[config.mk]
export PLATFORM = sky130hd
export DESIGN_NAME = mskg4mul_hpc1_rnd_feed
export DESIGN_NICKNAME = d
export VERILOG_FILES = /design/src/rtl/mskrnd_pkg.sv /design/src/rtl/mskrnd_fifo.sv /design/src/rtl/mskg4mul_hpc1_rnd_feed.sv
export SDC_FILE = /design/constraint.sdc
export NUM_CORES = 1
export LEC_CHECK = 0
export CAP_MARGIN = 30
export CORE_MARGIN = 5
export CORE_UTILIZATION = 50
export CTS_BUF_LIST = sky130_fd_sc_hd__clkbuf_4 sky130_fd_sc_hd__clkbuf_8 sky130_fd_sc_hd__clkbuf_16
export DETAILED_ROUTE_END_ITERATION = 10
export GPL_TIMING_DRIVEN = 0
export PLACE_DENSITY = 0.81
export REMOVE_ABC_BUFFERS = 1
export SLEW_MARGIN = 20
export SYNTH_ARGS = -nofsm -noshare
export SYNTH_HDL_FRONTEND = slang
export SYNTH_SLANG_ARGS = --single-unit
[constraint.sdc]
create_clock -name clk -period 2.7 [get_ports clk]
set_input_delay 0.54 -clock clk [delete_from_list [all_inputs] [get_ports clk]]
set_output_delay 0.54 -clock clk [all_outputs]
set_load 0.02 [all_outputs]
[src/rtl/mskrnd_pkg.sv]
// Shared width helpers for the HPC1 G(4) randomness feeder: per-share randomness
// counts, word layout (refresh part low, multiplication part high) and counter sizing.
package mskrnd_pkg;

  localparam int REF_LO = 0;

  function automatic int ref_n_rnd(input int d);
    return d * (d - 1) / 2;
  endfunction

  function automatic int dom_rnd(input int d);
    return d * (d - 1) / 2;
  endfunction

  function automatic int ref_w(input int d);
    return 2 * ref_n_rnd(d);
  endfunction

  function automatic int mul_w(input int d);
    return 2 * dom_rnd(d);
  endfunction

  function automatic int rnd_w(input int d);
    return ref_w(d) + mul_w(d);
  endfunction

  function automatic int mul_lo(input int d);
    return REF_LO + ref_w(d);
  endfunction

  function automatic int cnt_w(input int depth);
    return $clog2(depth + 1);
  endfunction

endpackage

[src/rtl/mskrnd_fifo.sv]
// DEPTH-entry randomness store with in-order head read; an entry is overwritten
// with zero as it is consumed so no spent randomness lingers in the array.
module mskrnd_fifo
  import mskrnd_pkg::*;
#(
  parameter int W     = 4,
  parameter int DEPTH = 4
) (
  input  logic         clk,
  input  logic         rst_n,
  input  logic         i_push,
  input  logic         i_pop,
  input  logic [W-1:0] i_wdata,
  output logic [W-1:0] o_rdata,
  output logic         o_empty,
  output logic         o_full
);

  localparam int AW = $clog2(DEPTH);
  localparam int CW = cnt_w(DEPTH);
  localparam logic [CW-1:0] FULL_CNT = CW'(DEPTH);

  logic [W-1:0]  r_mem [DEPTH];
  logic [AW-1:0] r_wr_ptr;
  logic [AW-1:0] r_rd_ptr;
  logic [CW-1:0] r_cnt;

  assign o_rdata = r_mem[r_rd_ptr];
  assign o_empty = (r_cnt == '0);
  assign o_full  = (r_cnt == FULL_CNT);

  always_ff @(posedge clk or negedge rst_n) begin
    if (!rst_n) begin
      for (int i = 0; i < DEPTH; i++) begin
        r_mem[i] <= '0;
      end
      r_wr_ptr <= '0;
      r_rd_ptr <= '0;
      r_cnt    <= '0;
    end else begin
      // Push is never issued when full, so it cannot land on the slot being zeroed.
      if (i_pop) begin
        r_mem[r_rd_ptr] <= '0;
        r_rd_ptr        <= r_rd_ptr + 1'b1;
      end
      if (i_push) begin
        r_mem[r_wr_ptr] <= i_wdata;
        r_wr_ptr        <= r_wr_ptr + 1'b1;
      end
      unique case ({i_push, i_pop})
        2'b10:   r_cnt <= r_cnt + 1'b1;
        2'b01:   r_cnt <= r_cnt - 1'b1;
        default: ;
      endcase
    end
  end

endmodule

[src/rtl/mskg4mul_hpc1_rnd_feed.sv]
// Randomness feeder for one HPC1 G(4) masked multiplier: refresh bits in the launch
// cycle, DOM bits 1+REF_RNDLAT cycles later. Define MSKRND_BYPASS_EN to feed straight through when empty.
module mskg4mul_hpc1_rnd_feed
  import mskrnd_pkg::*;
#(
  parameter int D          = 2,
  parameter int REF_RNDLAT = 1,
  parameter int DEPTH      = 4
) (
  input  logic                clk,
  input  logic                rst_n,
  input  logic [rnd_w(D)-1:0] in_rnd,
  input  logic                in_valid,
  output logic                in_ready,
  input  logic                start,
  output logic                rnd_avail,
  output logic [ref_w(D)-1:0] rnd_ref,
  output logic [mul_w(D)-1:0] rnd_mul,
  output logic                err
);

  localparam int RW   = rnd_w(D);
  localparam int RFW  = ref_w(D);
  localparam int MW   = mul_w(D);
  localparam int MLO  = mul_lo(D);
  localparam int NSTG = 1 + REF_RNDLAT;

  logic [RW-1:0]   w_head;
  logic            w_empty;
  logic            w_full;
  logic            w_push;
  logic            w_pop;
  logic            w_byp;
  logic [RFW-1:0]  w_ref;
  logic [MW-1:0]   w_dl_data;
  logic            w_dl_vld;

  logic [MW-1:0]   r_dl_data [NSTG];
  logic [NSTG-1:0] r_dl_vld;
  logic            r_err;

`ifdef MSKRND_BYPASS_EN
  assign w_byp = start & in_valid & w_empty;
`else
  assign w_byp = 1'b0;
`endif

  assign w_pop     = start & ~w_empty;
  assign w_push    = in_valid & ~w_full & ~w_byp;
  assign in_ready  = ~w_full;
  assign rnd_avail = ~w_empty;

  mskrnd_fifo #(
    .W     (RW),
    .DEPTH (DEPTH)
  ) u_fifo (
    .clk     (clk),
    .rst_n   (rst_n),
    .i_push  (w_push),
    .i_pop   (w_pop),
    .i_wdata (in_rnd),
    .o_rdata (w_head),
    .o_empty (w_empty),
    .o_full  (w_full)
  );

  // Source of this launch's randomness: buffered head, bypassed input, or nothing.
  always_comb begin
    w_ref     = '0;
    w_dl_data = '0;
    w_dl_vld  = 1'b0;
    if (w_pop) begin
      w_ref     = w_head[REF_LO +: RFW];
      w_dl_data = w_head[MLO +: MW];
      w_dl_vld  = 1'b1;
    end else if (w_byp) begin
      w_ref     = in_rnd[REF_LO +: RFW];
      w_dl_data = in_rnd[MLO +: MW];
      w_dl_vld  = 1'b1;
    end
  end

  assign rnd_ref = w_ref;

  always_ff @(posedge clk or negedge rst_n) begin
    if (!rst_n) begin
      for (int i = 0; i < NSTG; i++) begin
        r_dl_data[i] <= '0;
      end
      r_dl_vld <= '0;
      r_err    <= 1'b0;
    end else begin
      r_dl_data[0] <= w_dl_data;
      r_dl_vld[0]  <= w_dl_vld;
      for (int i = 1; i < NSTG; i++) begin
        r_dl_data[i] <= r_dl_data[i-1];
        r_dl_vld[i]  <= r_dl_vld[i-1];
      end
      if (start & w_empty & ~w_byp) begin
        r_err <= 1'b1;
      end
    end
  end

  assign rnd_mul = r_dl_vld[NSTG-1] ? r_dl_data[NSTG-1] : '0;
  assign err     = r_err;

endmodule
=== Word-level counts from Yosys, hierarchy flattened ===
Cells that the tools add are included.

* Output and inout port bits: 7
* Flip-flop bits (word level): 30
* Input bits: 8
* Logic and storage cells: 50

* Bitwise gates (word level): 9
* Equality and inequality tests: 3
* Magnitude comparators: 4
* Mux-type cells: 15
* Reductions and logical operators: 4
* $add $sub $neg: 4

{| class="wikitable"
|+ Operator list
! operator !! count
|-
| 2-to-1 mux 16 bit || 2
|-
| bitwise AND 16 bit || 1
|-
| bitwise mux 16 bit || 1
|-
| demux 4 bit (select 2 bit) || 2
|-
| 2-to-1 mux 4 bit || 4
|-
| NOT 16 bit || 1
|-
| binary-select mux 4 bit (select 2 bit) || 1
|-
| greater-or-equal comparator 3 bit (second input constant) || 2
|-
| < comparator 3 x 1 -> 1 bit (second input constant) || 2
|-
| 2-to-1 mux 2 bit || 3
|-
| NOT 2 -> 3 bit || 2
|-
| case mux 3 bit (2 select lines) || 1
|-
| adder 2 x 1 -> 2 bit (second input constant) || 2
|-
| adder 3 x 1 -> 3 bit (second input constant) || 1
|-
| bitwise AND 1 bit || 3
|-
| equality test 3 bit (second input constant) || 1
|-
| logical NOT 3 bit || 1
|-
| subtractor 3 x 1 -> 3 bit (second input constant) || 1
|-
| equality test 2 x 1 -> 1 bit (second input constant) || 1
|-
| equality test 2 bit (second input constant) || 1
|-
| logical AND 1 bit || 2
|-
| NOT 1 bit || 2
|-
| nonzero test 2 bit || 1
|-
| 2-to-1 mux 1 bit || 1
|}

=== Depth between registers and ports, before layout ===
* Word-level depth: 10
* Gate-level depth with buffers: 10
* Mapped depth without buffers: 9

=== By module ===
Synthesis repeated with hierarchy kept, for this count alone.

* Cells, all modules: 101
* Area, all modules: 1,381.3 um^2

{| class="wikitable"
|+ By module, submodules not included
! module !! area an instance (um^2) !! sequential area each (um^2) !! cells each !! times used
|-
| mskrnd_fifo || 1,129.8 || 575.6 || 83 || 1
|-
| mskg4mul_hpc1_rnd_feed || 251.5 || 175.2 || 18 || 1
|}

=== Worst setup path before layout ===
Ideal clock, no wire load.

* Path type: register -> register
* From: register u_fifo.r_cnt[2]
* To: register u_fifo.r_cnt[1]
* Slack: 0.498 ns
* Setup time: 0.083 ns
* Required time: 2.617 ns
* Arrival: 2.119 ns
* Path buffers: 1
* Cell stages (with the launch flop): 9
* Clock period less this slack: 2.202 ns
* Cell sequence: dfrtp_1 -> or3_2 -> clkbuf_1 -> nand2_1 -> inv_1 -> ha_1 -> inv_1 -> fa_1 -> o21ai_0

* Cells in the longest elaborated chain, start to end: 5
* Elaborated cells between the ends (all ways): 10
* Classes of those cells: eq/ne: 3; mux: 1; bitwise: 4; reduce/logical: 2

{| class="wikitable"
|+ Ends and longest elaborated chain
! item !! line !! text
|-
| start: declaration || mskrnd_fifo.sv:26 || <nowiki>logic [CW-1:0] r_cnt;</nowiki>
|-
| start signal: assignment || mskrnd_fifo.sv:51 || <nowiki>2'b10: r_cnt <= r_cnt + 1'b1;</nowiki>
|-
| start signal: assignment || mskrnd_fifo.sv:52 || <nowiki>2'b01: r_cnt <= r_cnt - 1'b1;</nowiki>
|-
| logical NOT 3 bit (*) || mskrnd_fifo.sv:29 || <nowiki>assign o_empty = (r_cnt == '0);</nowiki>
|-
| NOT 1 bit (*) || -- ||
|-
| net rnd_avail || mskg4mul_hpc1_rnd_feed.sv:16 || <nowiki>output logic rnd_avail,</nowiki>
|-
| bitwise AND 1 bit (*) || mskg4mul_hpc1_rnd_feed.sv:48 || <nowiki>assign w_pop = start & ~w_empty;</nowiki>
|-
| net u_fifo.i_pop || mskrnd_fifo.sv:12 || <nowiki>input logic i_pop,</nowiki>
|-
| equality test 2 x 1 -> 1 bit / equality test 2 bit (equally long branches) || mskrnd_fifo.sv:50 || <nowiki>unique case ({i_push, i_pop})</nowiki>
|-
| case mux 3 bit (2 select lines) / nonzero test 2 bit (equally long branches) || -- ||
|}

Mark *: on every way through the listed nets, which the timed path passes. The rest lies on a longest branch.
A chain may end at the register's enable or synchronous reset.

=== Worst setup path in the final report ===
* From: register u_fifo.r_cnt[2]
* To: output rnd_ref[1]

* Cells in the longest elaborated chain, start to end: 4

{| class="wikitable"
|+ Ends and longest elaborated chain
! item !! line !! text
|-
| logical NOT 3 bit || mskrnd_fifo.sv:29 ||
|-
| NOT 1 bit || mskg4mul_hpc1_rnd_feed.sv:48 ||
|-
| bitwise AND 1 bit || mskg4mul_hpc1_rnd_feed.sv:48 ||
|-
| 2-to-1 mux 2 bit || mskg4mul_hpc1_rnd_feed.sv:72 || <nowiki>if (w_pop) begin</nowiki>
|-
| end: declaration || mskg4mul_hpc1_rnd_feed.sv:17 || <nowiki>output logic [ref_w(D)-1:0] rnd_ref,</nowiki>
|}

No other way between the ends.

==> results_dict.tcl <==
set metrics [dict create \
    grt_pass1_vias 963 \
    slew_headroom 0.361 \
    flop_and_latch_count_out_of_synthesis 30 \
    cpMaxStageDelayCell "or3_2" \
    timing_max_transition_violations_final 0 \
    postSynthAreaPerCell_um2 12.3 \
    drive_gt1_frac 0.168 \
    port_buffers 14 \
    pwr-share-clk 0.151 \
    synth_top_flop_cell "dfrtp_1" \
    worstReg2RegStart "u_fifo.r_cnt[1]$_DFFE_PN0P_" \
    ys_async_sr_fraction 1.00 \
    total_area_of_multi_input_combinational_cells_um2 671 \
    initial_antenna_violation_count 0 \
    synth.cells.most_frequent "dfrtp_1, nand2_1, mux2i_1" \
    clk_pin_slew_worst_paths_ps 90 \
    regArea_um2 752 \
    cts.sink_count 30 \
    post-route-min-period_ps 2620 \
    r2r_slack_ps 430 \
    io_pins 15 \
    sw_frac_of_total 0.365 \
    chipWidth_um 65.4 \
    p_sw_w 0.000681 \
    setup.worst_path.class "register to output pin" \
    max_cap_violations 0 \
    synth_enable_flop_cells 0 \
    final.hold.worst_slack_ps 235 \
    yosys.area.top_type_share 0.489 \
    holdCritPathClass "input pin to asynchronous set/reset pin" \
    critical_path.endpoint_type "output pin" \
    tightest_slew_ps 947 \
    pwr-share-comb 0.418 \
    p_per_area_nw_per_um2 1080 \
    core_area_um2 3000 \
    chipHeight_um 65.4 \
    post-route-drc-count 0 \
    cp_data_arrival_time_ps 2080 \
    antenna_left 0 \
    hold_buffers 0 \
    worst_ep_required_time_ps 2160 \
    cpPeakStageDelay_ps 570 \
    grt_overflow 0 \
    critical_path.startpoint "u_fifo.r_cnt[2]$_DFFE_PN0P_" \
    post_synth_inst_count 125 \
    grt_first_pass_wirelength_um 4660 \
    setup-violations-final 0 \
    nNetsFinal 160 \
    routed-via-count 962 \
    root_buffer "clkbuf_4" \
    flow.area_growth_from_synthesis_pct 13.2 \
    tritoncts.num_buffers 5 \
    first_iter_violations 33 \
    diodes 0 \
    htree_num_levels 2 \
    rows 20 \
    wire_per_inst_um 16.0 \
    routed_via_density 5.47 \
    floorplan.initialDensity 0.511 \
    max-clock-path-buffers 2 \
    rsz0062_at_grt "no" \
    outcome "finished clean" \
    seq_area_frac_synth 0.489 \
    synthMostInstantiatedCell "dfrtp_1" \
    dp.final_hpwl_um 2060 \
    routabilityCongestion 0.782 \
    wirelength_um 2820 \
    dr.pass1.iters 4 \
    synth_largest_area_cell "dfrtp_1" \
    mapped_cell_area_um2 1530 \
    fp.dieArea_um2 4280 \
    worstSkewPairLatency_ps 320 \
    tritoncts "yes" \
    timing.critical_path.cells "or3_2, and3_1, clkdlybuf4s50_1" \
    critPathMaxFanout 7 \
    final.period_utilization 0.972 \
    yosysUniqueCellTypes 21 \
    fmax_mhz 381 \
    tns_ps 0 \
    internal_power_w 0.00119 \
    synth_area_leaders "dfrtp_1, mux2i_1, ha_1" \
    grt_use_total 0.150 \
    power.sequential.fraction 0.431 \
    irDropWorstVdd_uv 630 \
    fillCellCount 252 \
    worstSetupStartpointType "register" \
    yosysWarningCount 0 \
    final_hold_violation_count 0 \
    grt_start_max_net_pins 31 \
    p_leak_nw 0.839 \
    clock-skew-final_ps 9.77 \
]
-- final cells by class --
type                            count  share of cell area
Sequential cell                    30               0.433
Multi-Input combinational cell     75               0.386
Timing Repair Buffer               17              0.0922
Clock buffer                        7              0.0339
Inverter                           13              0.0281
Tap cell                           33              0.0238
Clock inverter                      1             0.00288
-- kinds of logic after synthesis --
kind of cell,count (synthesis),share of synthesized area
compound gates,6,0.0310
xor+xnor,5,0.0286
fa+ha+maj,10,0.0865
buf+inv,20,0.0734
flops,30,0.489
mux,22,0.178
simple gates,32,0.113
-- final timing paths --
check	end	depth (start not counted)
worst max-delay path	rnd_ref[1]	3
worst min-delay path	u_fifo.r_mem[15]$_DFF_PN0_	1
worst max register to register	u_fifo.r_cnt[2]$_DFFE_PN0P_	8
worst min register to register	r_dl_vld[1]$_DFF_PN0_	0
max in group asynchronous	u_fifo.r_rd_ptr[0]$_DFFE_PN0P_	1
min in group clk	r_dl_vld[1]$_DFF_PN0_	0
-- power groups by stage --
stage	clock network, W	logic, W	registers, W
6_report	0.000281	0.000780	0.000806
3_5_place_dp	0	0.000739	0.000819
4_1_cts	0.000289	0.000745	0.000811
2_1_floorplan	0	0.000541	0.000764
3_3_place_gp	0	0.000702	0.000796
5_1_grt	0.000311	0.000865	0.000828
-- per-stage QoR --
step | cell area (um2) | util | setup slack [ps] | instances | total power (W)
after floorplan | 1470 | - | 518 | 118 | 0.00130
after global placement | 1650 | 0.550 | 216 | 165 | 0.00150
after detailed placement | 1650 | 0.548 | 123 | 165 | 0.00156
after CTS | 1710 | 0.570 | 39.7 | 173 | 0.00184
after global routing | 1740 | 0.578 | 1.03 | 176 | 0.00200
final | 1740 | 0.578 | 75.2 | 176 | 0.00187
-- cells in the final DEF (no fill, tap or decap) --
cell              n
dlymetal6s2s_1    1
fa_1              1
clkbuf_4          6
ha_1              9
dfrtp_2           1
o21bai_1          1
and2_1            2
clkdlybuf4s50_1  12
clkbuf_8          1
mux2_2            2
mux2i_1          16
inv_1            13
and3_4            4
nand2_1          19
o311ai_1          2
o21ai_0           1
xor2_1            2
or3_2             1
and3_1            4
dfrtp_1          29
or3b_1            1
clkinv_2          1
nor2_1            1
buf_2             1
buf_4             3
mux4_2            4
xnor2_1           3
o311ai_0          2
-- critical path, delay by kind of cell, from the launching register on --
| kind | cells | cell delay [ps] |
|---|---|---|
| buf+inv | 1 | 530 |
| flops | 1 | 460 |
| simple gates | 2 | 770 |
-- routing by layer --
layer | global-route usage | up-vias | share of wire
li1 | - | 450 | -
met1 | 0.190 | 471 | 0.44
met2 | 0.225 | 33 | 0.46
met3 | 0.0479 | 8 | 0.065
met4 | 0.0855 | 0 | 0.028
met5 | 0 | - | 0
-- what timing repair did --
action | CTS | global route
resized for setup | 1 | 1
setup buffers | 0 | 3
setup endpoints to repair | 2 | 1
-- sequential cells by signal (all words and copies together), names as in the netlist --
register	cells
u_fifo.r_mem	16
r_dl_data	4
u_fifo.r_cnt	3
r_dl_vld	2
u_fifo.r_rd_ptr	2
u_fifo.r_wr_ptr	2
err	1
(Power assumes the default switching activity.)
